==> src/rtl/bcd_seq_conv.sv <==
// Sequential binary-to-ASCII-decimal converter (double dabble) feeding a
// three-digit LCD field. One conversion in flight plus a one-deep pending slot.
//
// state | meaning
// IDLE  | no conversion running, ready for a request
// SHIFT | add-3 / shift-left iterations, one input bit per cycle
// FMT   | BCD complete, format ASCII digits and pulse valid_o
module bcd_seq_conv #(
  parameter int W   = 9,
  parameter bit LZB = 1
) (
  input  logic         clk_i,
  input  logic         rst_ni,
  input  logic         valid_i,
  input  logic [W-1:0] bin_i,
  output logic         ready_o,
  output logic         valid_o,
  output logic [7:0]   dec_o [2:0],
  output logic         busy_o
);

  localparam int CW = (W > 1) ? $clog2(W) : 1;
  localparam logic [CW-1:0] LAST_CNT = CW'(W - 1);
  localparam logic [7:0] HUND_RST = LZB ? 8'h20 : 8'h30;
  localparam logic [7:0] TENS_RST = LZB ? 8'h20 : 8'h30;

  typedef enum logic [1:0] {IDLE, SHIFT, FMT} state_t;

  state_t         state_q, state_d;
  logic [W-1:0]   sr_q;
  logic [W-1:0]   pend_q;
  logic           pend_full_q;
  logic [11:0]    bcd_q;
  logic [11:0]    bcd_adj;
  logic [CW-1:0]  cnt_q;
  logic           accept;
  logic           start;
  logic [W-1:0]   start_val;
  logic           pend_store;
  logic           pend_clear;
  logic           fmt;
  logic [3:0]     hund, tens, units;
  logic [7:0]     ch_hund, ch_tens, ch_units;

  // State register.
  always_ff @(posedge clk_i or negedge rst_ni) begin
    if (!rst_ni) state_q <= IDLE;
    else         state_q <= state_d;
  end

  // Next-state, handshake and datapath control decode.
  always_comb begin
    state_d    = state_q;
    ready_o    = (state_q == IDLE) || !pend_full_q;
    accept     = valid_i && ready_o;
    busy_o     = (state_q != IDLE);
    start      = 1'b0;
    start_val  = bin_i;
    pend_store = 1'b0;
    pend_clear = 1'b0;
    fmt        = 1'b0;
    case (state_q)
      IDLE: begin
        if (accept) begin
          start   = 1'b1;
          state_d = SHIFT;
        end
      end
      SHIFT: begin
        pend_store = accept;
        if (cnt_q == LAST_CNT) state_d = FMT;
      end
      FMT: begin
        fmt = 1'b1;
        // A request arriving in FMT with an empty slot starts immediately
        // rather than parking in the slot, so nothing is left stranded in IDLE.
        if (pend_full_q) begin
          start      = 1'b1;
          start_val  = pend_q;
          pend_clear = 1'b1;
          state_d    = SHIFT;
        end else if (accept) begin
          start   = 1'b1;
          state_d = SHIFT;
        end else begin
          state_d = IDLE;
        end
      end
      default: state_d = IDLE;
    endcase
  end

  // Add-3 correction on every BCD nibble that is 5 or more.
  always_comb begin
    bcd_adj = bcd_q;
    for (int i = 0; i < 3; i++) begin
      if (bcd_q[4*i +: 4] >= 4'd5) bcd_adj[4*i +: 4] = bcd_q[4*i +: 4] + 4'd3;
    end
  end

  // Shift register, BCD accumulator and bit counter.
  always_ff @(posedge clk_i or negedge rst_ni) begin
    if (!rst_ni) begin
      sr_q  <= '0;
      bcd_q <= '0;
      cnt_q <= '0;
    end else if (start) begin
      sr_q  <= start_val;
      bcd_q <= '0;
      cnt_q <= '0;
    end else if (state_q == SHIFT) begin
      bcd_q <= {bcd_adj[10:0], sr_q[W-1]};
      sr_q  <= sr_q << 1;
      cnt_q <= cnt_q + CW'(1);
    end
  end

  // One-deep pending slot; never written while full.
  always_ff @(posedge clk_i or negedge rst_ni) begin
    if (!rst_ni) begin
      pend_q      <= '0;
      pend_full_q <= 1'b0;
    end else if (pend_clear) begin
      pend_full_q <= 1'b0;
    end else if (pend_store) begin
      pend_q      <= bin_i;
      pend_full_q <= 1'b1;
    end
  end

  // ASCII formatting with optional leading-zero blanking.
  always_comb begin
    hund     = bcd_q[11:8];
    tens     = bcd_q[7:4];
    units    = bcd_q[3:0];
    ch_hund  = (LZB && hund == 4'd0) ? 8'h20 : (8'h30 + {4'h0, hund});
    ch_tens  = (LZB && hund == 4'd0 && tens == 4'd0) ? 8'h20 : (8'h30 + {4'h0, tens});
    ch_units = 8'h30 + {4'h0, units};
  end

  // Output register: digits update and valid_o pulses only on the FMT cycle.
  always_ff @(posedge clk_i or negedge rst_ni) begin
    if (!rst_ni) begin
      valid_o  <= 1'b0;
      dec_o[2] <= HUND_RST;
      dec_o[1] <= TENS_RST;
      dec_o[0] <= 8'h30;
    end else begin
      valid_o <= fmt;
      if (fmt) begin
        dec_o[2] <= ch_hund;
        dec_o[1] <= ch_tens;
        dec_o[0] <= ch_units;
      end
    end
  end

endmodule
==> config.mk <==
export PLATFORM = sky130hd
export DESIGN_NAME = bcd_seq_conv
export DESIGN_NICKNAME = d
export VERILOG_FILES = /design/src/rtl/bcd_seq_conv.sv
export SDC_FILE = /design/constraint.sdc
export NUM_CORES = 1
export LEC_CHECK = 0
export BUFFER_PORTS_ARGS = -buffer_cell sky130_fd_sc_hd__buf_4
export CORE_MARGIN = 2
export CORE_UTILIZATION = 25
export CTS_BUF_LIST = sky130_fd_sc_hd__clkbuf_4 sky130_fd_sc_hd__clkbuf_8
export DETAILED_ROUTE_END_ITERATION = 7
export MAX_ROUTING_LAYER = met4
export PLACE_DENSITY = 0.45
export SETUP_SLACK_MARGIN = 0.02
export SYNTH_ARGS = -nofsm -noshare
export SYNTH_HDL_FRONTEND = slang
export SYNTH_SLANG_ARGS = --single-unit
==> constraint.sdc <==
create_clock -name clk_i -period 1.55 [get_ports clk_i]
set_input_delay 0.155 -clock clk_i [delete_from_list [all_inputs] [get_ports clk_i]]
set_output_delay 0.155 -clock clk_i [all_outputs]
set_load 0.02 [all_outputs]
==> reports/results.ini <==
[sta]
hold_viol=0
setup_viol=0
worstMarginPinSlew_ps=680
slew_headroom_pct=54.7
timing.final.crit_share_pct=97.4
period_needed_ps=1510
max_freq_mhz=663
grt_setup_unrepaired=true
finalMaxSlewViolations=0
fin_worst_skew_ps=5.12

[global_routing]
grt_pass1_vias=1847
grt_overflow_total=0
antenna_found_initial=0
grt_pass1_wl_um=9260
grt_max_degree=53
grtUsageTotal_pct=10.6

[logic_synthesis]
synth_edf_count=0
ys_types=39
synth_top_family_by_area=compound AO/OA/AOI/OAI gates
ys.flop_type=dfrtp_1
yosysWarnings=0
ys_ff_latch=52
synth_compound_area_share_pct=14.6
async_flop_share_pct=100
synth-seq-area-share_pct=50.4
synth_cells=234
synth_mux_area_share_pct=9.39
synth-xor-area-share_pct=2.37
syn_area_um2=2580
synth-simple-area-share_pct=11.1
synth_fa_ha_area_share_pct=4.36
synth.avg_cell_area_um2=11.0

[finish]
fin_area_um2=3190
finalNonFillerCells=415
area_delta_synth_final_pct=23.3
antenna_cells=0
drive_gt1_share_pct=31.2
final_nets=299

[critical_path]
path_cells=buf_4, nand2b_4, nor3b_4, buf_12, mux2_4
worst-path-stages=5
r2r_start=state_q[1]
reg2reg_depth=5
reg2reg_slack_ps=40
crit_path_start_kind=flop
cp-startpoint=state_q[1]
crit_type=reg2reg
cp.arrival_ps=1700
worst-path-max-fanout=10
crit_family=flip-flops
worstSetupEndpoint=pend_q[5]
slowest_delay_ps=400
cp-end-kind=flop
slowest_stage=dfrtp_1
critPathBufInv=2
cp.required_ps=1740
r2r-end=pend_q[5]

[placement]
placedCellCount=401
place_congestion=0.809
dpl_cell_area_um2=2990
dp_hpwl_um=3650
portBuffers=28

[outcome]
status=complete, no violations

[pwr]
powerDensity_nw_per_um2=1800
p_leak_nw=1.52
ir_drop_uv=551

[detailed_routing]
ant_nets=0
post_drt_via_cell_ratio=4.33
drt_pre_antenna_iters=4
drtIter0Drc=91
drt-total-wl_um=5310
drc_errors=0
via_count=1799
wl_per_cell_um=12.8

[clock_network]
htreeDepth=2
clock-sinks=52
clk_pin_slew_ps=90
cts.path.max_buffers=2
clk-insertion-delay-late_ps=300
clockRootBuffer=clkbuf_8
cts_tree=done
numCtsBuffers=5

[floorplan]
fp.dieH_um=106
rows=37
fp.dieW_um=106
core_um2=10200
start_util_pct=25.4
io_pins=39
die_area_um2=11200

[flow_run]
max-cap-violations=0

[worst_hold_path]
hold_class=in2reg

==> through the flow <==
step                setup TNS [ps]  power (mW)  hold WS, ps  utilization [%]  setup slack (ps)
finish                           0        5.72         88.1             31.3              40.8
detailed placement               0        4.79          247             29.4              1.10
global route                 -3.03        6.21         71.3             31.3             -1.93
floorplan                        0        4.01         -141                -               133
global placement                 0        4.76          245             29.4              73.4
CTS                              0        5.73         72.5             30.9              31.4
==> sequential cells by signal, indices dropped and copies added (netlist names) <==
register     flops
bcd_q           12
cnt_q            4
sr_q             9
valid_o          1
pend_q           9
state_q          2
pend_full_q      1
dec_o           14
==> layout by cell type, fill, tap and decap left out, drive strengths merged, types with 3 or more instances in the layout <==
cell type	Yosys	routed
dfrtp	52	52
buf	21	50
nand2	24	24
o21ai	18	18
mux2	15	15
conb	2	10
inv	10	10
nand3	9	9
ha	9	9
clkbuf	1	8
a21oi	8	8
nor2	6	6
a221o	5	5
nor3	5	5
mux2i	4	4
a22oi	4	4
o22ai	4	4
xnor2	4	4
a22o	4	4
nand2b	4	4
xor2	3	3
a21o	3	3
o31ai	3	3
nor3b	3	3
==> cells in the mapped netlist (3+ instances only) <==
cell | number | share of area, %
a21o_1 | 3 | 0.87
a21oi_1 | 7 | 1.4
a221o_1 | 5 | 1.9
a22o_1 | 4 | 1.4
a22oi_1 | 4 | 1.2
buf_2 | 7 | 1.4
buf_4 | 11 | 3.2
buf_6 | 3 | 1.3
dfrtp_1 | 52 | 50
ha_1 | 9 | 4.4
inv_1 | 10 | 1.5
mux2_2 | 6 | 2.6
mux2_4 | 9 | 5.2
mux2i_1 | 4 | 1.5
nand2_1 | 24 | 3.5
nand2b_1 | 3 | 0.73
nand3_1 | 9 | 1.7
nor2_1 | 6 | 0.87
nor3_1 | 5 | 0.97
o21ai_0 | 18 | 3.5
o22ai_1 | 4 | 0.97
o31ai_1 | 3 | 0.87
xnor2_1 | 4 | 1.4
xor2_1 | 3 | 1.0
==> metal layers <==
layer	up-vias	track usage [%]	routed length, um
met3	4	2.60	190
met1	875	13.4	2510
met4	0	3.76	55
met5	-	-	0
met2	31	16.5	2560
li1	889	-	-
==> power breakdown <==
part	total, mW	internal (mW)	switching [mW]
logic	2.54	1.29	1.25
registers	2.34	1.90	0.445
clock network	0.832	0.401	0.431
==> repair_timing <==
item,4_1_cts,5_1_grt
hold buffers,1,0
endpoints found under the hold margin,52,0
setup endpoints to repair,3,16
pin swaps,3,2
setup buffers,2,3
gates resized for setup,9,6
==> area by class of cell <==
type                            instances  area, um2
Fill cell                            1067       7000
Tap cell                              136        170
Sequential cell                        52       1300
Multi-Input combinational cell        158       1150
Inverter                               10       37.5
Timing Repair Buffer                   51        425
Clock buffer                            8       97.6
==> logic make-up after synthesis <==
kind of cell | count (synthesis)
AO/OA/AOI/OAI | 56
XOR/XNOR | 7
adder cells (fa/ha/maj) | 9
buffers and inverters | 32
flip-flops | 52
multiplexers | 19
other | 2
AND/OR/NAND/NOR | 57
==> worst min path at each step <==
stage	cells past startpoint	startpoint	to	slack [ps]
6_report	2	bin_i[2]	pend_q[2]	90
5_1_grt	2	bin_i[2]	pend_q[2]	70
4_1_cts	2	bin_i[2]	pend_q[2]	70
3_5_place_dp	1	rst_ni	dec_o[8]	250
3_3_place_gp	1	rst_ni	dec_o[8]	240
2_1_floorplan	0	rst_ni	bcd_q[0]	-140
Power figures use the tool's default switching activity.
